<file path="config.mk">
export PLATFORM = sky130hd
export DESIGN_NAME = done_blink_seq
export DESIGN_NICKNAME = d
export VERILOG_FILES = /design/src/rtl/done_seq_pkg.sv /design/src/rtl/done_tick_gen.sv /design/src/rtl/done_blink_seq.sv
export SDC_FILE = /design/constraint.sdc
export NUM_CORES = 1
export LEC_CHECK = 0
export ABC_CLOCK_PERIOD_IN_PS = 1000
export CAP_MARGIN = 0
export CORE_ASPECT_RATIO = 1.2
export CORE_MARGIN = 5
export CORE_UTILIZATION = 51
export DETAILED_ROUTE_END_ITERATION = 7
export GPL_TIMING_DRIVEN = 0
export MAX_ROUTING_LAYER = met4
export PLACE_DENSITY = 0.73
export SETUP_SLACK_MARGIN = 0.3
export SLEW_MARGIN = 15
export SYNTH_ARGS = -nofsm -noshare
export SYNTH_HDL_FRONTEND = slang
export SYNTH_SLANG_ARGS = --single-unit
</file>
<file path="constraint.sdc">
create_clock -name cfg_clk -period 1 [get_ports cfg_clk]
set_input_delay 0.1 -clock cfg_clk [delete_from_list [all_inputs] [get_ports cfg_clk]]
set_output_delay 0.1 -clock cfg_clk [all_outputs]
set_load 0.01 [all_outputs]
</file>
<file path="src/rtl/done_seq_pkg.sv">
// Shared types, default parameters and parameter legality check for the DONE blink sequencer.
// Latency: n/a (types and constants only).
// Backpressure: n/a.
package done_seq_pkg;

    typedef enum logic [1:0] {
        ST_IDLE = 2'd0,
        ST_ON   = 2'd1,
        ST_OFF  = 2'd2,
        ST_GAP  = 2'd3
    } state_e;

    localparam int unsigned DEF_TICK_DIV  = 1024;
    localparam int unsigned DEF_ON_TICKS  = 4;
    localparam int unsigned DEF_OFF_TICKS = 4;
    localparam int unsigned DEF_GAP_TICKS = 16;

    localparam int unsigned CODE_W      = 4;
    localparam int unsigned FRAME_CNT_W = 8;

    function automatic bit params_legal(input int unsigned tick_div,
                                        input int unsigned on_ticks,
                                        input int unsigned off_ticks,
                                        input int unsigned gap_ticks);
        return (tick_div  >= 2) && (tick_div  <= 65535) &&
               (on_ticks  >= 1) && (on_ticks  <= 255)   &&
               (off_ticks >= 1) && (off_ticks <= 255)   &&
               (gap_ticks >= 1) && (gap_ticks <= 255);
    endfunction

    function automatic int unsigned max3(input int unsigned a,
                                         input int unsigned b,
                                         input int unsigned c);
        int unsigned m;
        m = (a > b) ? a : b;
        return (m > c) ? m : c;
    endfunction

endpackage

</file>
<file path="src/rtl/done_tick_gen.sv">
// Free-running prescaler: one-cycle tick_o on every TICK_DIV-th cfg_clk cycle.
// Latency: first tick after TICK_DIV-1 edges out of reset; tick_o decoded from a register.
// Backpressure: none, free-running.
// Ports: cfg_clk (clock), rst_n (async active-low reset), tick_o (tick strobe).
module done_tick_gen
    import done_seq_pkg::*;
#(
    parameter int unsigned TICK_DIV = DEF_TICK_DIV
) (
    input  logic cfg_clk,
    input  logic rst_n,
    output logic tick_o
);

    localparam int unsigned CW = $clog2(TICK_DIV);
    localparam logic [CW-1:0] LAST = CW'(TICK_DIV - 1);

    logic [CW-1:0] cnt_q;
    logic [CW-1:0] cnt_d;

    always_comb begin
        cnt_d = (cnt_q == LAST) ? '0 : cnt_q + CW'(1);
    end

    always_ff @(posedge cfg_clk or negedge rst_n) begin
        if (!rst_n) begin
            cnt_q <= '0;
        end else begin
            cnt_q <= cnt_d;
        end
    end

    assign tick_o = (cnt_q == LAST);

endmodule

</file>
<file path="src/rtl/done_blink_seq.sv">
// Blinks STARTUPE2 USRDONEO code_i times per frame (ON/OFF/GAP tick timing), counting completed frames.
// Latency: usr_done_o is registered; state changes one cycle after the deciding tick (eos_i abort: next cycle).
// Backpressure: none; code_i is sampled only when a frame starts, eos_i low aborts the frame.
// Ports: cfg_clk, rst_n (async active-low), eos_i (enable), code_i (blinks per frame),
//        usr_done_o (to USRDONEO), busy_o (frame in progress), frame_cnt_o (completed frames, wraps).
module done_blink_seq
    import done_seq_pkg::*;
#(
    parameter int unsigned TICK_DIV  = DEF_TICK_DIV,
    parameter int unsigned ON_TICKS  = DEF_ON_TICKS,
    parameter int unsigned OFF_TICKS = DEF_OFF_TICKS,
    parameter int unsigned GAP_TICKS = DEF_GAP_TICKS
) (
    input  logic                   cfg_clk,
    input  logic                   rst_n,
    input  logic                   eos_i,
    input  logic [CODE_W-1:0]      code_i,
    output logic                   usr_done_o,
    output logic                   busy_o,
    output logic [FRAME_CNT_W-1:0] frame_cnt_o
);

    if (!params_legal(TICK_DIV, ON_TICKS, OFF_TICKS, GAP_TICKS)) begin : g_bad_params
        $error("done_blink_seq: parameter out of legal range");
    end

    // Counter sized for the longest phase; +1 keeps width >= 1 and covers 255 exactly.
    localparam int unsigned TCNT_W = $clog2(max3(ON_TICKS, OFF_TICKS, GAP_TICKS) + 1);
    localparam logic [TCNT_W-1:0] ON_LAST  = TCNT_W'(ON_TICKS - 1);
    localparam logic [TCNT_W-1:0] OFF_LAST = TCNT_W'(OFF_TICKS - 1);
    localparam logic [TCNT_W-1:0] GAP_LAST = TCNT_W'(GAP_TICKS - 1);

    // Reset asserts asynchronously and releases after two clean cfg_clk edges,
    // so the internal reset also drops usr_done_o with no clock running.
    logic [1:0] rst_sync_q;
    logic       rst_int_n;

    always_ff @(posedge cfg_clk or negedge rst_n) begin
        if (!rst_n) begin
            rst_sync_q <= '0;
        end else begin
            rst_sync_q <= {rst_sync_q[0], 1'b1};
        end
    end

    assign rst_int_n = rst_sync_q[1];

    logic tick;

    done_tick_gen #(
        .TICK_DIV (TICK_DIV)
    ) u_tick_gen (
        .cfg_clk (cfg_clk),
        .rst_n   (rst_int_n),
        .tick_o  (tick)
    );

    state_e                 state_q, state_d;
    logic [TCNT_W-1:0]      tcnt_q, tcnt_d;
    logic [CODE_W-1:0]      rem_q, rem_d;
    logic [FRAME_CNT_W-1:0] fcnt_q, fcnt_d;
    logic                   done_q;

    always_comb begin
        state_d = state_q;
        tcnt_d  = tcnt_q;
        rem_d   = rem_q;
        fcnt_d  = fcnt_q;

        unique case (state_q)
            ST_IDLE: begin
                if (tick && eos_i && (code_i != '0)) begin
                    state_d = ST_ON;
                    rem_d   = code_i;
                    tcnt_d  = '0;
                end
            end
            ST_ON: begin
                if (tick) begin
                    if (tcnt_q == ON_LAST) begin
                        tcnt_d  = '0;
                        rem_d   = rem_q - CODE_W'(1);
                        // rem_q == 1 means this was the last blink of the frame
                        state_d = (rem_q != CODE_W'(1)) ? ST_OFF : ST_GAP;
                    end else begin
                        tcnt_d = tcnt_q + TCNT_W'(1);
                    end
                end
            end
            ST_OFF: begin
                if (tick) begin
                    if (tcnt_q == OFF_LAST) begin
                        tcnt_d  = '0;
                        state_d = ST_ON;
                    end else begin
                        tcnt_d = tcnt_q + TCNT_W'(1);
                    end
                end
            end
            ST_GAP: begin
                if (tick) begin
                    if (tcnt_q == GAP_LAST) begin
                        tcnt_d  = '0;
                        fcnt_d  = fcnt_q + FRAME_CNT_W'(1);
                        state_d = ST_IDLE;
                    end else begin
                        tcnt_d = tcnt_q + TCNT_W'(1);
                    end
                end
            end
            default: begin
                state_d = ST_IDLE;
                tcnt_d  = '0;
            end
        endcase

        // Losing EOS abandons the frame regardless of tick; the frame is not counted.
        if ((state_q != ST_IDLE) && !eos_i) begin
            state_d = ST_IDLE;
            tcnt_d  = '0;
            rem_d   = '0;
            fcnt_d  = fcnt_q;
        end
    end

    always_ff @(posedge cfg_clk or negedge rst_int_n) begin
        if (!rst_int_n) begin
            state_q <= ST_IDLE;
            tcnt_q  <= '0;
            rem_q   <= '0;
            fcnt_q  <= '0;
            done_q  <= 1'b0;
        end else begin
            state_q <= state_d;
            tcnt_q  <= tcnt_d;
            rem_q   <= rem_d;
            fcnt_q  <= fcnt_d;
            // Registered from next state so it tracks state_q == ST_ON exactly.
            done_q  <= (state_d == ST_ON);
        end
    end

    assign usr_done_o  = done_q;
    assign busy_o      = (state_q != ST_IDLE);
    assign frame_cnt_o = fcnt_q;

endmodule

</file>
==> results.toml, run 1 <==
[power_and_ir_drop]
p_leak_nw = 1.27
clockPowerShare_pct = 29.3
p_int_mw = 3.11
combPwrFrac_pct = 36.6
power.density_mw_per_mm2 = 1760
power_mw = 4.68
power_frac_seq_pct = 34.1
switchingPower_mw = 1.57
vdd_drop_max_uv = 1450
switching_share_pct = 33.5

[clocking]
clock_path_buffers = 2
cts_root_buf = "clkbuf_8"
htree_num_levels = 2
cts_tree = "done"
clock_latency_ns = 0.29
clkTransAtPathRegs_ns = 0.07
cts_made_buffers = 5
cts_sinks = 32

[timing]
timing.hold.ws_ns = 0.262
period_needed_ns = 2.31
rsz0062_at_grt = "true"
setup_viol = 30
drv_slew = 0
clock_skew_ns = 0.0108
final.setup.worst_slack_ns = -1.31
fmax_mhz = 434
maxSlewHeadroom_pct = 64.2
worst_slew_pin_slew_ns = 0.530
layout_worst_path_cycle_share_pct = 231
hold_violations = 0

[setup_path]
cp-start-kind = "flop"
end_kind = "flop"
path_cells = "ha_2 > or4b_4 > or4_4 > a2111o_1 > o221a_2 > o211a_1"
slowest_stage = "or4b_4"
worstSetupPathType = "flop to flop"
cpPeakStageDelay_ns = 0.48
required_ns = 1.18
critPathArrivalTime_ns = 2.49
crit_fanout = 2

[placement]
numPortBuffers = 16
place_area_mm2 = 0.00197
place.gp.congestion = 0.807
dp_worst_setup_slack_ns = -1.48
dp.final_hpwl_um = 2600

[floorplanning]
die_h_um = 73.9
die_x_um = 63.3
dieArea_mm2 = 0.00468
fp-row-count = 23
start_util_pct = 52.5
ios = 17
fp.coreArea_mm2 = 0.00331

[synth]
avgSynthCellArea_um2 = 9.87
syn-num-nets = 194
syn_area_mm2 = 0.00174
synth_flop_cell = "dfrtp_1"
async_flop_share_pct = 100
synth_top_area_share_pct = 46.1
yosysSeqAreaShare_pct = 46.1
yosysWarnings = 0
synth.most_common_cell = "dfrtp_1"
synth-seq-cells = 32
synthTopCellsByArea = "dfrtp_1 (46%), ha_1 (7.9%), xnor2_1 (4.0%)"
synthTopCellsByCount = "dfrtp_1 (32), nor2_1 (16), nand2_1 (14)"
synth_top_cell_by_area = "dfrtp_1"
syn-instance-count = 176
synthDistinctLibCells = 40
synth_edf_count = 0

[finish]
antenna_cells = 0
syn_to_final_growth_pct = 52.8
postLayoutCellArea_mm2 = 0.00266
fin_util_pct = 80.2
final_nets = 258
drive_gt1_share_pct = 47.3

[global_route]
grt-ovfl-total = 0
grt_pass1_vias = 1690
grtUsageTotal_pct = 22.2
antenna_found_initial = 0
grt_pass1_wl_um = 7940
grt_max_degree = 31

[routing]
viasPerCell = 5.75
ant_nets = 0
drcViolationCount = 0
drt-pass1-iter-count = 4
vias = 1598
wire_per_inst_um = 17.5
wl_um = 4860
drt_iter0_markers = 74

[run]
drv_cap = 0

[min_path]
holdCritPathClass = "flop to async pin"

[run_status]
status = "finished with violations"
violations = "negative setup slack"
[per-layer routing]
layer,GRT usage (%),vias to the layer above,part of all wire (%)
li1,-,761,-
met1,25.3,770,40
met2,37.3,49,54
met3,5.44,18,4.1
met4,9.93,0,2.5
met5,-,-,0
[state kept, by name (all words and copies together), names as in the netlist]
| name | flops |
|---|---|
| u_tick_gen.cnt_q | 10 |
| frame_cnt_o | 8 |
| tcnt_q | 5 |
| rem_q | 4 |
| rst_sync_q | 2 |
| state_q | 2 |
| usr_done_o | 1 |
[critical path: cells and delay by family, from the launching register on]
family	cells	cell delay (ns)
simple gates	2	0.91
flops	1	0.38
compound gates	3	0.73
fa+ha+maj	1	0.19
[cell usage in the layout (no fill, tap or decap), types with 5 or more instances in the layout]
cell / n
ha_1: 7
dfrtp_2: 7
dfrtp_1: 24
xor2_1: 6
a21oi_1: 6
clkdlybuf4s50_1: 6
o21ai_0: 5
buf_4: 32
inv_1: 8
xnor2_1: 6
o21ai_2: 6
clkbuf_8: 7
nor2_1: 12
nand2_1: 12
buf_2: 7
buf_6: 11
[power by group through the flow]
stage / clock network (mW) / registers (mW) / logic, mW
after detailed placement: 0 / 1.59 / 1.06
after floorplan: 0 / 1.56 / 0.785
after global routing: 1.45 / 1.62 / 1.86
final: 1.37 / 1.60 / 1.71
after global placement: 0 / 1.59 / 1.03
after CTS: 1.38 / 1.57 / 1.39
[worst paths after layout]
kind	startpoint	endpoint	slack, ns	depth (start not counted)
min in group cfg_clk	rst_sync_q[0]	rst_sync_q[1]	0.35	0
setup / recovery	tcnt_q[0]	usr_done_o	-1.31	6
hold / removal	rst_sync_q[1]	u_tick_gen.cnt_q[8]	0.26	0
setup reg to reg	tcnt_q[0]	usr_done_o	-1.31	6
hold reg to reg	rst_sync_q[1]	u_tick_gen.cnt_q[8]	0.26	0
max in group asynchronous	rst_n	rst_sync_q[1]	0.36	2
[metrics by stage]
stage | std cells | setup TNS (ns)
2_1_floorplan | 176 | -19.98
6_report | 278 | -25.69
5_1_grt | 278 | -28.20
4_1_cts | 270 | -22.60
3_3_place_gp | 229 | -26.83
3_5_place_dp | 229 | -28.92
[kinds of logic (layout without fill, tap and decap cells)]
| kind of cell | after synthesis | count (layout) | share of synthesized area (%) |
|---|---|---|---|
| multiplexers | 1 | 1 | 0.648 |
| buffers and inverters | 13 | 78 | 2.81 |
| flip-flops | 32 | 32 | 46.1 |
| other | 1 | 1 | 0.216 |
| adder cells (fa/ha/maj) | 11 | 11 | 7.92 |
| AO/OA/AOI/OAI | 38 | 38 | 14.7 |
| AND/OR/NAND/NOR | 66 | 66 | 20.6 |
| XOR/XNOR | 14 | 14 | 7.06 |
[layout make-up]
type / count / area, µm²
multi-input cells: 131 / 1140
fillers: 184 / 654
flip-flops and latches: 32 / 813
repair buffers: 57 / 469
plain buffers: 1 / 7.51
clock buffers: 7 / 96.3
clock inverters: 1 / 30.0
well taps: 37 / 46.3
inverters: 12 / 50.0
[what timing repair did]
action	4_1_cts	5_1_grt
hold endpoints to repair	2	0
pin swaps	14	15
buffers inserted	32	8
setup endpoints to repair	70	40
resized for setup	83	33
cloned	0	0
hold buffers	1	0
Note: power is estimated with default switching activity, not from simulation.
==> run 2: changes to the inputs <==
--- a/config.mk
+++ b/config.mk
@@ -5,15 +5,15 @@
 export SDC_FILE = /design/constraint.sdc
 export NUM_CORES = 1
 export LEC_CHECK = 0
-export ABC_CLOCK_PERIOD_IN_PS = 1000
+export ABC_CLOCK_PERIOD_IN_PS = 2900
 export CAP_MARGIN = 0
 export CORE_ASPECT_RATIO = 1.2
 export CORE_MARGIN = 5
-export CORE_UTILIZATION = 51
+export CORE_UTILIZATION = 55
 export DETAILED_ROUTE_END_ITERATION = 7
 export GPL_TIMING_DRIVEN = 0
 export MAX_ROUTING_LAYER = met4
-export PLACE_DENSITY = 0.73
+export PLACE_DENSITY = 0.75
 export SETUP_SLACK_MARGIN = 0.3
 export SLEW_MARGIN = 15
 export SYNTH_ARGS = -nofsm -noshare
==> constraint.sdc (replaced) <==
create_clock -name cfg_clk -period 2.9 [get_ports cfg_clk]
set_input_delay 0.29 -clock cfg_clk [delete_from_list [all_inputs] [get_ports cfg_clk]]
set_output_delay 0.29 -clock cfg_clk [all_outputs]
set_load 0.01 [all_outputs]
==> run 2 against run 1 <==
Effect of this change: the run now ends clean; global-route usage fell by 3.8 points; sequential cell count did not move; sequential share of layout area rose by 9.4 points; cell area fell by 25%; worst setup slack improved by 1.7 ns; critical endpoint is now frame_cnt_o[7]; largest cell class unchanged; highest routed layer unchanged.
==> results.toml, run 2 (same netlist as run 1, synthesis figures left out) <==
[setup_path]
crit_end = "frame_cnt_o[7]"
path_cells = "ha_1 > inv_1 > nor3_1 > ha_1 > o211ai_1 > nor4_2 > and4_1 > nand3_1 > xnor2_1"
cp_common_cell = "ha_1"
worstSetupPathType = "flop to flop"
rrSetupSlack_ns = 0.44
cp-start-kind = "flop"
end_kind = "flop"
crit_fanout = 7
required_ns = 3.13
crit_start = "tcnt_q[0]"
r2r-end = "frame_cnt_o[7]"
reg2reg_from = "tcnt_q[0]"
cpPeakStageDelay_ns = 0.53
r2r_cells = 9
slowest_stage = "nor4_2"
critPathArrivalTime_ns = 2.70

[power_and_ir_drop]
power.density_mw_per_mm2 = 576
power_mw = 1.15
p_leak_nw = 0.864
vdd_drop_max_uv = 369

[clocking]
cts_made_buffers = 5
clock_path_buffers = 2
htree_num_levels = 2
post_cts_buffers = 0
clock_latency_ns = 0.34
cts_sinks = 32
clkTransAtPathRegs_ns = 0.10
cts_root_buf = "clkbuf_4"
cts_tree = "done"

[global_route]
grt_max_degree = 31
antenna_found_initial = 0
grt-ovfl-total = 0
grtUsageTotal_pct = 18.4
grt_pass1_wl_um = 5900
grt_pass1_vias = 1331

[finish]
syn_to_final_growth_pct = 15.3
fin_util_pct = 65.6
max_flop_register = "u_tick_gen.cnt_q"
drive_gt1_share_pct = 8.00
antenna_cells = 0
fillers = 237
final_nets = 217
largest_reg_flops = 10
mostFrequentLayoutCells = "dfrtp_1 (31), nor2_1 (16), clkdlybuf4s50_1 (16), nand2_1 (14)"
final_common_cell = "dfrtp_1"

[floorplanning]
die_h_um = 71.6
start_util_pct = 56.9
die_x_um = 61.3
fp.coreArea_mm2 = 0.00306
dieArea_mm2 = 0.00439
fp-row-count = 22
ios = 17

[timing]
maxSlewHeadroom_pct = 53.8
rsz0062_at_grt = "true"
fmax_mhz = 406
clock_skew_ns = 0.00822
setup_viol = 0
layout_worst_path_cycle_share_pct = 85.0
drv_slew = 0
worst_slew_pin_slew_ns = 0.687
period_needed_ns = 2.46
tns_ns = 0
final.setup.worst_slack_ns = 0.435
hold_violations = 0

[routing]
drt-pass1-iter-count = 4
drcViolationCount = 0
drt_iter0_markers = 84
wire_per_inst_um = 14.3
viasPerCell = 5.81
wl_um = 3380
ant_nets = 0
vias = 1371

[run_status]
status = "finished clean"

[placement]
place.gp.congestion = 0.850
dp_worst_setup_slack_ns = 0.440
numPortBuffers = 16
dp.final_hpwl_um = 2490

[run]
drv_cap = 0

[min_path]
holdCritPathClass = "input port to async pin"
## run 2: cell types whose count changed in the layout (fill, tap and decap cells not counted), sizes merged
cell | before | now
buf | 50 | 0
clkdlybuf4s50 | 6 | 16
bufinv | 1 | 0
clkbuf | 8 | 9
dlygate4sd3 | 1 | 0
## run 2: worst min-delay path by stage
stage                    end  depth (start not counted)
2_1_floorplan  rst_sync_q[0]                          0
3_3_place_gp   rst_sync_q[1]                          0
3_5_place_dp   rst_sync_q[1]                          0
4_1_cts        rst_sync_q[1]                          1
5_1_grt        rst_sync_q[0]                          1
6_report       rst_sync_q[0]                          1
## run 2: critical path, delay by kind of cell (launching register included)
family	cells	cell delay, ns
simple gates	4	1.23
fa+ha+maj	2	0.43
flops	1	0.39
xor+xnor	1	0.13
compound gates	1	0.11
buf+inv	1	0.07
## run 2: final cells by class
cell class	instances	area (µm²)	area share [%]
tap	36	45.0	2.25
sequential	32	802	40.0
buffer	1	5.00	0.250
timing repair buffer	16	160	7.99
inverter	12	45.0	2.25
clock buffer	8	58.8	2.93
multi-input combinational	131	888	44.3
## run 2: stage by stage
stage          instances  hold slack (ns)  cell area (µm²)
2_1_floorplan        176         -0.00559             1740
3_5_place_dp         228            0.341             1940
5_1_grt              236            0.103             2000
6_report             236            0.105             2000
3_3_place_gp         228            0.338             1940
4_1_cts              236           0.0929             2000
## run 2: layer usage
| metal | global-route usage, % | share of wire (%) |
|---|---|---|
| met5 | - | 0 |
| met4 | 8.19 | 1.9 |
| met3 | 5.23 | 4.8 |
| met2 | 29.9 | 52 |
| met1 | 20.4 | 41 |
## run 2: timing repair
item / CTS / global route
gates resized for setup: 0 / 2
hold buffers: 0 / 0
setup endpoints to repair: 0 / 5
## run 2: report_power, final
| group | internal [mW] | total (mW) | switching, mW | leakage [nW] |
|---|---|---|---|---|
| logic | 0.152 | 0.348 | 0.196 | 0.408 |
| registers | 0.490 | 0.539 | 0.0487 | 0.423 |
| clock network | 0.120 | 0.266 | 0.147 | 0.0326 |
==> run 3: changes to the inputs <==
--- a/config.mk
+++ b/config.mk
@@ -5,7 +5,7 @@
 export SDC_FILE = /design/constraint.sdc
 export NUM_CORES = 1
 export LEC_CHECK = 0
-export ABC_CLOCK_PERIOD_IN_PS = 2900
+export ABC_CLOCK_PERIOD_IN_PS = 2300
 export CAP_MARGIN = 0
 export CORE_ASPECT_RATIO = 1.2
 export CORE_MARGIN = 5
==> constraint.sdc (replaced) <==
create_clock -name cfg_clk -period 2.3 [get_ports cfg_clk]
set_input_delay 0.23 -clock cfg_clk [delete_from_list [all_inputs] [get_ports cfg_clk]]
set_output_delay 0.23 -clock cfg_clk [all_outputs]
set_load 0.01 [all_outputs]
==> run 3 against run 2 <==
Effect of this change: the run now ends with negative setup slack left; hold slack worse by 0.065 ns; wire length increased by 30%; power rose by 52%; fmax is 6.1% higher; global-route usage is 2.7 points higher; combinational power increased by 110%; first-iteration DRC count decreased by 8.3%; die area stayed put; critical path type unchanged; critical endpoint is now usr_done_o; largest cell class unchanged.
==> results.toml, run 3 (same netlist as run 1, synthesis figures left out) <==
[floorplanning]
start_util_pct = 56.9
fp.coreArea_mm2 = 0.00306
die_h_um = 71.6
ios = 17
dieArea_mm2 = 0.00439
fp-row-count = 22
die_x_um = 61.3

[finish]
syn_to_final_growth_pct = 39.6
final_nets = 242
largest_reg_flops = 10
mostFrequentLayoutCells = "dfrtp_1 (30), buf_4 (21), clkdlybuf4s50_1 (16), nor2_1 (15)"
drive_gt1_share_pct = 31.6
max_flop_register = "u_tick_gen.cnt_q"
final_common_cell = "dfrtp_1"
antenna_cells = 0
fillers = 167
final-instance-count-excl-fill = 261

[run]
drv_cap = 0

[setup_path]
critPathArrivalTime_ns = 2.61
rrSetupSlack_ns = -0.02
reg2reg_from = "state_q[1]"
worstSetupPathType = "flop to flop"
end_kind = "flop"
required_ns = 2.58
r2r_cells = 8
cp-start-kind = "flop"
r2r-end = "usr_done_o"
crit_fanout = 10

[timing]
drv_slew = 0
layout_worst_path_cycle_share_pct = 101
fmax_mhz = 431
period_needed_ns = 2.32
final.setup.worst_slack_ns = -0.0225
timing.hold.ws_ns = 0.0402
hold_violations = 0
worst_slew_pin_slew_ns = 0.647
rsz0062_at_grt = "true"
maxSlewHeadroom_pct = 56.9
clock_skew_ns = 0.0116
setup_viol = 1

[power_and_ir_drop]
switchingPower_uw = 642
clockPowerShare_pct = 19.3
combPwrFrac_pct = 41.2
power_frac_seq_pct = 39.4
power.density_mw_per_mm2 = 723
p_leak_nw = 1.11
p_int_mw = 1.11
switching_share_pct = 36.6
power_mw = 1.76
vdd_drop_max_uv = 566

[global_route]
grt_pass1_vias = 1498
grtUsageTotal_pct = 21.1
grt_max_degree = 31
antenna_found_initial = 0
grt-ovfl-total = 0
grt_pass1_wl_um = 6780

[clocking]
clkTransAtPathRegs_ns = 0.09
clock_latency_ns = 0.35
cts_sinks = 32
cts_tree = "done"
cts_root_buf = "clkbuf_4"
cts_made_buffers = 5
clock_path_buffers = 2
htree_num_levels = 2

[routing]
drt_iter0_markers = 77
drt-pass1-iter-count = 4
ant_nets = 0
drcViolationCount = 0
wl_um = 4410
wire_per_inst_um = 16.9
vias = 1556
viasPerCell = 5.96

[placement]
dp.final_hpwl_um = 2490
numPortBuffers = 16
dp_cells = 228
place.gp.congestion = 0.851

[min_path]
holdCritPathClass = "input port to async pin"

[run_status]
status = "finished with violations"
violations = "negative setup slack"
[run 3: worst max-delay path by stage]
stage	slack, ns	endpoint	depth (start not counted)	start
floorplan	0.04	usr_done_o	6	tcnt_q[0]
global placement	-0.12	rem_q[0]	8	state_q[1]
detailed placement	-0.16	rem_q[0]	8	state_q[1]
CTS	0.005	usr_done_o	6	tcnt_q[0]
global route	-0.07	usr_done_o	6	tcnt_q[0]
finish	-0.02	usr_done_o	8	state_q[1]
[run 3: final cells by class]
| cell class | count | area [µm²] | area share [%] |
|---|---|---|---|
| plain buffers | 1 | 7.51 | 0.309 |
| repair buffers | 41 | 363 | 15.0 |
| inverters | 12 | 45.0 | 1.86 |
| clock buffers | 8 | 58.8 | 2.42 |
| flip-flops and latches | 32 | 803 | 33.1 |
| well taps | 36 | 45.0 | 1.86 |
| multi-input cells | 131 | 1100 | 45.5 |
[run 3: power groups by stage]
stage	clock, mW	combinational [mW]	sequential (mW)
2_1_floorplan	0	0.318	0.678
3_3_place_gp	0	0.423	0.686
3_5_place_dp	0	0.436	0.690
4_1_cts	0.349	0.559	0.678
5_1_grt	0.373	0.789	0.703
6_report	0.339	0.724	0.692
[run 3: repair_timing]
action / in CTS / in global routing
hold endpoints to repair: 0 / 0
gates resized for setup: 26 / 31
buffers inserted: 18 / 7
hold buffers: 0 / 0
pin swaps: 8 / 11
endpoints found under the setup margin: 19 / 20
[run 3: per-stage QoR]
step                      setup slack (ns)  area [µm²]  utilization (%)  TNS [ns]
after global placement              -0.124        1940             63.6    -0.409
after floorplan                     0.0368        1740                -         0
after global routing               -0.0672        2430             79.4   -0.0899
final                              -0.0225        2430             79.4   -0.0225
after detailed placement            -0.160        1940             63.6    -0.722
after CTS                          0.00464        2250             73.5         0
[run 3: critical path, stage by stage (launching register included)]
cell      delay, ns
dfrtp_1        0.44
inv_1          0.17
ha_1           0.17
clkbuf_4       0.19
nor4bb_1       0.48
o21ai_0        0.16
o21ai_0        0.28
o221a_4        0.24
o211a_1        0.14
[run 3: layer usage]
layer / track usage [%] / share of wire (%) / vias up
li1: - / - / 730
met1: 24.1 / 40 / 776
met2: 33.8 / 53 / 35
met3: 5.41 / 4.4 / 15
met4: 9.64 / 2.9 / 0
met5: - / 0 / -
